### src/rtl/pipe_ctrl.sv
// Stall/flush sequencer for the 6-stage pipe (pc, if, id, exe, mem, wb).
// Arbitrates mem/exe/id stalls and the exe branch flush; aborts stuck memory accesses.
module pipe_ctrl #(
    parameter int unsigned MEM_TIMEOUT = 16,
    parameter int unsigned CNT_WIDTH   = 32
) (
    input  logic                 clk_in,
    input  logic                 reset_in,
    input  logic                 stallreq_id_in,
    input  logic                 exe_busy_in,
    input  logic                 mem_req_in,
    input  logic                 mem_ack_in,
    input  logic                 branch_flush_in,
    output logic [5:0]           stall_out,
    output logic [5:0]           flush_out,
    output logic                 bus_err_out,
    output logic [CNT_WIDTH-1:0] stall_cycles_out
);

    localparam int unsigned WAIT_W  = 8;
    localparam int unsigned STAGE_W = 6;

    typedef enum logic [1:0] {
        ST_RUN,
        ST_MEM_WAIT,
        ST_EXE_BUSY
    } state_e;

    state_e               state_q, state_d;
    logic [WAIT_W-1:0]    wait_cnt_q, wait_cnt_d;
    logic                 pend_flush_q, pend_flush_d;
    logic                 bus_err_q, bus_err_d;
    logic [CNT_WIDTH-1:0] stall_cnt_q, stall_cnt_d;
    logic [STAGE_W-1:0]   stall_c, flush_c;
    logic                 timeout_c;

    always_ff @(posedge clk_in or negedge reset_in) begin
        if (!reset_in) begin
            state_q      <= ST_RUN;
            wait_cnt_q   <= '0;
            pend_flush_q <= 1'b0;
            bus_err_q    <= 1'b0;
            stall_cnt_q  <= '0;
        end else begin
            state_q      <= state_d;
            wait_cnt_q   <= wait_cnt_d;
            pend_flush_q <= pend_flush_d;
            bus_err_q    <= bus_err_d;
            stall_cnt_q  <= stall_cnt_d;
        end
    end

    assign timeout_c = (state_q == ST_MEM_WAIT) &&
                       (wait_cnt_q == WAIT_W'(MEM_TIMEOUT - 1)) && !mem_ack_in;

    // Fixed-priority arbitration: timeout > mem wait > exe busy > branch flush > id stall.
    always_comb begin
        state_d      = ST_RUN;
        wait_cnt_d   = '0;
        pend_flush_d = pend_flush_q;
        bus_err_d    = 1'b0;
        stall_c      = '0;
        flush_c      = '0;
        if (timeout_c) begin
            flush_c      = STAGE_W'(6'b011110);
            bus_err_d    = 1'b1;
            pend_flush_d = 1'b0;
        end else if (mem_req_in && !mem_ack_in) begin
            stall_c    = STAGE_W'(6'b011111);
            flush_c    = STAGE_W'(6'b010000);
            state_d    = ST_MEM_WAIT;
            wait_cnt_d = wait_cnt_q + WAIT_W'(1);
            if (branch_flush_in) begin
                pend_flush_d = 1'b1;
            end
        end else if (exe_busy_in) begin
            stall_c = STAGE_W'(6'b001111);
            flush_c = STAGE_W'(6'b001000);
            state_d = ST_EXE_BUSY;
            if (branch_flush_in) begin
                pend_flush_d = 1'b1;
            end
        end else if (branch_flush_in || pend_flush_q) begin
            // The id instruction is squashed, so a coincident id stall is moot.
            flush_c      = STAGE_W'(6'b000110);
            pend_flush_d = 1'b0;
        end else if (stallreq_id_in) begin
            stall_c = STAGE_W'(6'b000111);
            flush_c = STAGE_W'(6'b000100);
        end
    end

    // Saturating count of stalled cycles.
    always_comb begin
        stall_cnt_d = stall_cnt_q;
        if ((stall_c != '0) && (stall_cnt_q != '1)) begin
            stall_cnt_d = stall_cnt_q + CNT_WIDTH'(1);
        end
    end

    assign stall_out        = reset_in ? stall_c : '0;
    assign flush_out        = reset_in ? flush_c : '0;
    assign bus_err_out      = bus_err_q;
    assign stall_cycles_out = stall_cnt_q;

endmodule
### config.mk
export PLATFORM = sky130hd
export DESIGN_NAME = pipe_ctrl
export DESIGN_NICKNAME = d
export VERILOG_FILES = /design/src/rtl/pipe_ctrl.sv
export SDC_FILE = /design/constraint.sdc
export NUM_CORES = 1
export LEC_CHECK = 0
export ABC_AREA = 1
export CORE_UTILIZATION = 60
export DETAILED_ROUTE_END_ITERATION = 12
export DONT_BUFFER_PORTS = 1
export PLACE_DENSITY = 0.76
export SLEW_MARGIN = 20
export SYNTH_ARGS = -nofsm -noshare
export SYNTH_HDL_FRONTEND = slang
export SYNTH_SLANG_ARGS = --single-unit
### constraint.sdc
create_clock -name clk_in -period 3.5 [get_ports clk_in]
set_input_delay 0.875 -clock clk_in [delete_from_list [all_inputs] [get_ports clk_in]]
set_output_delay 0.875 -clock clk_in [all_outputs]
set_load 0.1 [all_outputs]
==> results of run 1 <==
## kinds of logic after synthesis
logic type                 after synthesis  share of synthesized area, %
DFF                                     44                          37.6
other                                    1                         0.128
xor gates and xnor gates                18                          5.39
buffers and inverters                   55                          9.62
and+or+nand+nor                        324                          45.6
AOI/OAI and AO/OA                        4                         0.770
adders and majority gates                2                         0.855
## routing by layer
metal | up-vias | routed length [um]
met1 | 1258 | 2930
met5 | - | 0
met2 | 82 | 3030
met4 | 0 | 156
li1 | 1415 | -
met3 | 16 | 419
## cells in the final DEF (no fill, tap or decap), drive strengths merged
| cell | instances |
|---|---|
| a21oi | 3 |
| buf | 40 |
| bufinv | 1 |
| clkbuf | 5 |
| clkinv | 1 |
| clkinvlp | 1 |
| conb | 3 |
| dfrtp | 44 |
| ha | 2 |
| inv | 44 |
| nand2 | 219 |
| nand3 | 23 |
| nand3b | 3 |
| nand4 | 2 |
| nor2 | 75 |
| nor3 | 1 |
| o21a | 1 |
| or2 | 1 |
| xnor2 | 7 |
| xor2 | 11 |
## area by class of cell
| class | instances | area (um2) |
|---|---|---|
| sequential | 44 | 1100 |
| multi-input combinational | 351 | 1580 |
| fill | 403 | 1370 |
| clock inverter | 3 | 42.5 |
| inverter | 44 | 165 |
| tap | 67 | 83.8 |
| timing repair buffer | 40 | 313 |
| clock buffer | 5 | 68.8 |
## stage by stage
stage	cells	setup slack, ns	instance area (um2)
2_1_floorplan	450	0.0301	2950
3_3_place_gp	546	0.552	3250
3_5_place_dp	546	0.451	3250
4_1_cts	554	0.443	3360
5_1_grt	554	0.290	3360
6_report	554	0.458	3360
## final timing paths
check	startpoint	end	slack, ns	cells past startpoint
max	mem_ack_in	flush_out[2]	0.46	9
min	reset_in	stall_cycles_out[5]	0.25	0
max reg2reg	stall_cycles_out[0]	stall_cycles_out[21]	1.27	9
min reg2reg	wait_cnt_q[7]	wait_cnt_q[7]	0.56	2
max in group asynchronous	reset_in	stall_cycles_out[28]	3.16	0
min in group clk_in	wait_cnt_q[7]	wait_cnt_q[7]	0.56	2
## state kept, by name, summed over array words and instances, names as in the netlist
signal / count
stall_cycles_out: 32
state_q: 2
bus_err_out: 1
wait_cnt_q: 8
pend_flush_q: 1
## power breakdown
| part | switching [W] | internal (W) |
|---|---|---|
| combinational | 0.000403 | 0.0000999 |
| sequential | 0.0000395 | 0.000542 |
| clock | 0.000184 | 0.000211 |
| total | 0.000627 | 0.000854 |
## worst max-delay path: stages
cell and delay [ns]:
inv_1 0.04, nand2_1 0.18, inv_1 0.11, nor2_1 0.31, nand2_1 0.08, nand2_1 0.07, inv_1 0.07, a21oi_2 0.12
buf_4 0.30
==> run_results.csv, run 1 <==
group,metric,value,unit
clock_network,cts_max_level,2,
global_routing,busiest_layer,"met2",
clock_network,cts_tree,"yes",
floorplan,dieArea,5160,um2
timing,fin_skew,0.00819,ns
place,hpwlAfterDp,4.94,mm
floorplan,die_y,71.8,um
synthesis,synth-main-ff-cell,"dfrtp_1",
power_and_ir_drop,p_leak,1.76,nW
timing,fin_crit,3.04,ns
synthesis,synthesis.area_per_instance,6.53,um2
global_routing,overflow,0,
timing,holdWs,0.252,ns
clock_network,cts_sinks,44,
finish,area_delta_synth_final,14.7,%
min_path,worstHoldPathType,"in2async",
synthesis,syn-cell-area,2930,um2
synthesis,synth-seq-cells,44,
worst_setup_path,worstPathMaxFanout,6,
worst_setup_path,cp.arrival,2.17,ns
worst_setup_path,cp-start-kind,"input port",
finish,nNetsFinal,495,
place,gp_congestion,0.972,
timing,setup_violations,0,
global_routing,use_met2,43.4,%
synthesis,synth.area.top_cells,"dfrtp_1, nand2_1, nor2_1",
power_and_ir_drop,powerDensity,441,nW/um2
detailed_routing,drc,0,
clock_network,cts_hold_buf,0,
detailed_routing,drtIter0Drc,152,
finish,drive_gt1_share,14.4,%
timing,rsz0062_at_grt,"false",
floorplan,boundaryPins,52,
place,io_buffer_count,0,
global_routing,first_global_vias,2481,
floorplan,row_count,25,
synthesis,synthCells,448,
finish,post-route-util,71.1,%
timing,worstMarginPinSlew,0.878,ns
synthesis,synth-edff-count,0,
detailed_routing,vias,2771,
power_and_ir_drop,max-vdd-ir-drop,0.342,mV
worst_setup_path,crit_type,"in2out",
timing,fin_tns_setup,0,ns
global_routing,grt_max_degree,47,
synthesis,synth_commonest_cells,"nand2_1, nor2_1, dfrtp_1",
detailed_routing,wire_per_inst,11.8,um
global_routing,antenna_found_initial,0,
detailed_routing,dr.pass1.iters,4,
clock_network,root_buffer,"clkbuf_8",
clock_network,clockBufferDepth,2,
worst_setup_path,cp-end-kind,"output port",
detailed_routing,drt_wl_total,6.53,mm
clock_network,postCtsSetupBuffers,0,
flow_run,cap_violations,0,
synthesis,synth_sequential_area_ratio,37.6,%
detailed_routing,ant_nets,0,
global_routing,use_met1,36.7,%
global_routing,grt.met3_usage,6.75,%
timing,fmax,329,MHz
timing,hold_violations,0,
finish,diodes,0,
clock_network,post_cts_resized,0,
floorplan,start_util,62.0,%
synthesis,synth_top_cell_area_share,37.6,%
clock_network,cts-buffers-inserted,5,
synthesis,yosys_warnings,0,
timing,slew_viol_final,0,
synthesis,synth.distinct_cells,25,
run_status,status,"completed",
clock_network,path_clk_slew,0.09,ns
worst_setup_path,cp_data_required_time,2.62,ns
synthesis,synth_top_area_cell,"dfrtp_1",
detailed_routing,post_drt_via_cell_ratio,5.00,
timing,post-route-period-util,86.9,%
floorplan,die_width,71.8,um
floorplan,core-area,4720,um2
synthesis,yosysMostFrequentCell,"nand2_1",
power_and_ir_drop,total_power,0.00148,W
clock_network,clk_latency,0.30,ns
global_routing,grt_usage,27.7,%
synthesis,synth-async-reset-ratio,100,%
global_routing,grt_pass1_wl,11.1,mm
timing,relSlewSlack,41.5,%
Note: power is estimated with default switching activity, not from simulation.
==> run 2, diff against run 1 <==
RECOVER_POWER = 100   (was not set)
clock period = 3.3 ns   (was 3.5 ns; I/O delays follow)
==> run 2 against run 1 <==
  * The run now ends with capacitance limit, slew limit left
  * Global-route usage up 0.28 points
  * Final cell count did not move
  * Worst setup slack got worse by 0.21 ns
  * Count of clock-buffer cells in the layout is the same
  * Sequential power is 5.0% higher
  * Non-clock buffer count stayed put
  * Total power up 5.1%
  * Via count grew 0.43%
  * Clock skew fell by 0.0019 ns
  * Critical path depth down 2
  * Wire length rose by 2.4%
  * Die area is the same
  * Critical path type is now reg2out
  * Largest cell class unchanged
  * Highest routed layer unchanged
==> run_results.csv, run 2 (same netlist as run 1, synthesis figures left out) <==
group,metric,value,unit
timing,post-route-period-util,92.5,%
finish,drive_gt1_share,7.60,%
place,dp_cells,546,
finish,nNetsFinal,495,
timing,setup_violations,0,
worst_setup_path,r2r_end,"stall_cycles_out[1]",
timing,fmax,328,MHz
timing,hold_violations,0,
worst_setup_path,cp-end-kind,"output port",
worst_setup_path,cp_slowest_cell,"buf_4",
power_and_ir_drop,max-vdd-ir-drop,0.551,mV
timing,fin_tns_setup,0,ns
worst_setup_path,crit_end,"stall_out[1]",
floorplan,row_count,25,
finish,diodes,0,
detailed_routing,ant_nets,0,
global_routing,grt_max_degree,47,
detailed_routing,drc,0,
clock_network,cts_hold_buf,0,
worst_setup_path,rr_startpoint,"stall_cycles_out[0]",
timing,rsz0062_at_grt,"false",
timing,slew_viol_final,8,
clock_network,post_cts_resized,0,
finish,final_common_cell,"nand2_1",
clock_network,clockBufferDepth,2,
detailed_routing,dr.pass1.iters,4,
detailed_routing,drt_wl_total,6.69,mm
clock_network,path_clk_slew,0.09,ns
detailed_routing,drtIter0Drc,223,
finish,layout_common_cells,"nand2_1, nor2_1, dfrtp_1",
finish,final-seq-area,1100,um2
timing,worstMarginPinSlew,1.55,ns
floorplan,boundaryPins,52,
timing,fin_skew,0.00625,ns
worst_setup_path,crit_chain,"ha_1 > nand3_1 > nor2_1 > nand3_1 > nand2_1 > nor2_4 > buf_4",
worst_setup_path,crit_type,"reg2out",
floorplan,die_y,71.8,um
clock_network,clk_latency,0.31,ns
finish,fin_cells,554,
clock_network,postCtsSetupBuffers,0,
timing,timing.final.ws_setup,0.249,ns
worst_setup_path,crit_start,"wait_cnt_q[0]",
clock_network,cts_max_level,2,
worst_setup_path,cp_data_required_time,2.47,ns
clock_network,cts_tree,"yes",
global_routing,antenna_found_initial,0,
global_routing,overflow,0,
clock_network,cts-buffers-inserted,5,
min_path,worstHoldPathType,"in2async",
timing,fin_crit,3.05,ns
clock_network,root_buffer,"clkbuf_8",
power_and_ir_drop,p_leak,1.62,nW
worst_setup_path,slowest_delay,0.48,ns
finish,multi_input_area,1580,um2
worst_setup_path,rrSetupSlack,0.25,ns
floorplan,dieArea,5160,um2
run_status,status,"complete, but fails checks",
finish,area_delta_synth_final,9.62,%
power_and_ir_drop,powerDensity,485,nW/um2
global_routing,first_global_vias,2533,
detailed_routing,wire_per_inst,12.1,um
worst_setup_path,cp.arrival,2.23,ns
global_routing,grt_usage,28.0,%
detailed_routing,vias,2783,
floorplan,die_width,71.8,um
place,place_worst_setup_slack,0.371,ns
worst_setup_path,cp-start-kind,"register",
place,hpwlAfterDp,5.02,mm
worst_setup_path,r2r_cells,10,
place,io_buffer_count,0,
finish,final_area,3210,um2
run_status,violations,"capacitance limit, slew limit",
floorplan,start_util,62.0,%
timing,relSlewSlack,-3.46,%
finish,largest_reg_flops,32,
global_routing,grt_pass1_wl,11.3,mm
detailed_routing,post_drt_via_cell_ratio,5.02,
place,place_area,3250,um2
place,gp_congestion,0.939,
floorplan,core-area,4720,um2
finish,fillerInstances,444,
worst_setup_path,worstPathMaxFanout,7,
flow_run,cap_violations,1,
worst_setup_path,cpMostUsedCell,"nand3_1",
clock_network,cts_sinks,44,
-- run 2: worst min-delay path by stage --
| stage | start | to | slack, ns | depth (start not counted) |
|---|---|---|---|---|
| floorplan | wait_cnt_q[0] | wait_cnt_q[0] | 0.51 | 2 |
| global placement | wait_cnt_q[7] | wait_cnt_q[7] | 0.52 | 2 |
| detailed placement | reset_in | stall_cycles_out[6] | 0.53 | 0 |
| CTS | reset_in | wait_cnt_q[2] | 0.19 | 0 |
| global route | reset_in | bus_err_out | 0.18 | 0 |
| finish | reset_in | stall_cycles_out[6] | 0.20 | 0 |
-- run 2: power by group --
part           total, W  internal (W)  switching (W)
combinational  0.000514     0.0000735       0.000441
sequential     0.000611      0.000575      0.0000363
clock          0.000430      0.000228       0.000201
-- run 2: area by class of cell --
type | instances | area share [%]
well taps | 67 | 2.61
repair buffers | 40 | 5.15
clock buffers | 5 | 2.15
flip-flops and latches | 44 | 34.3
clock inverters | 3 | 1.44
inverters | 44 | 5.15
multi-input cells | 351 | 49.2
-- run 2: metrics by stage --
stage / power, W / hold WS, ns / util [%]
floorplan: 0.00108 / 0.505 / -
global placement: 0.00116 / 0.523 / 68.7
detailed placement: 0.00117 / 0.528 / 68.7
CTS: 0.00160 / 0.194 / 71.2
global route: 0.00161 / 0.182 / 67.9
finish: 0.00156 / 0.202 / 67.9
-- run 2: worst max-delay path: cells and delay by family, from the launching register on --
family,cells,cell delay (ns)
AND/OR/NAND/NOR,5,0.80
buffers and inverters,1,0.48
flip-flops,1,0.40
adder cells (fa/ha/maj),1,0.23
-- run 2: metal layers --
| layer | vias to the layer above | global-route usage, % | wire length (um) |
|---|---|---|---|
| li1 | 1406 | - | - |
| met1 | 1277 | 34.4 | 2870 |
| met2 | 91 | 48.7 | 3290 |
| met3 | 9 | 7.03 | 459 |
| met4 | 0 | 8.28 | 78 |
| met5 | - | 0 | 0 |
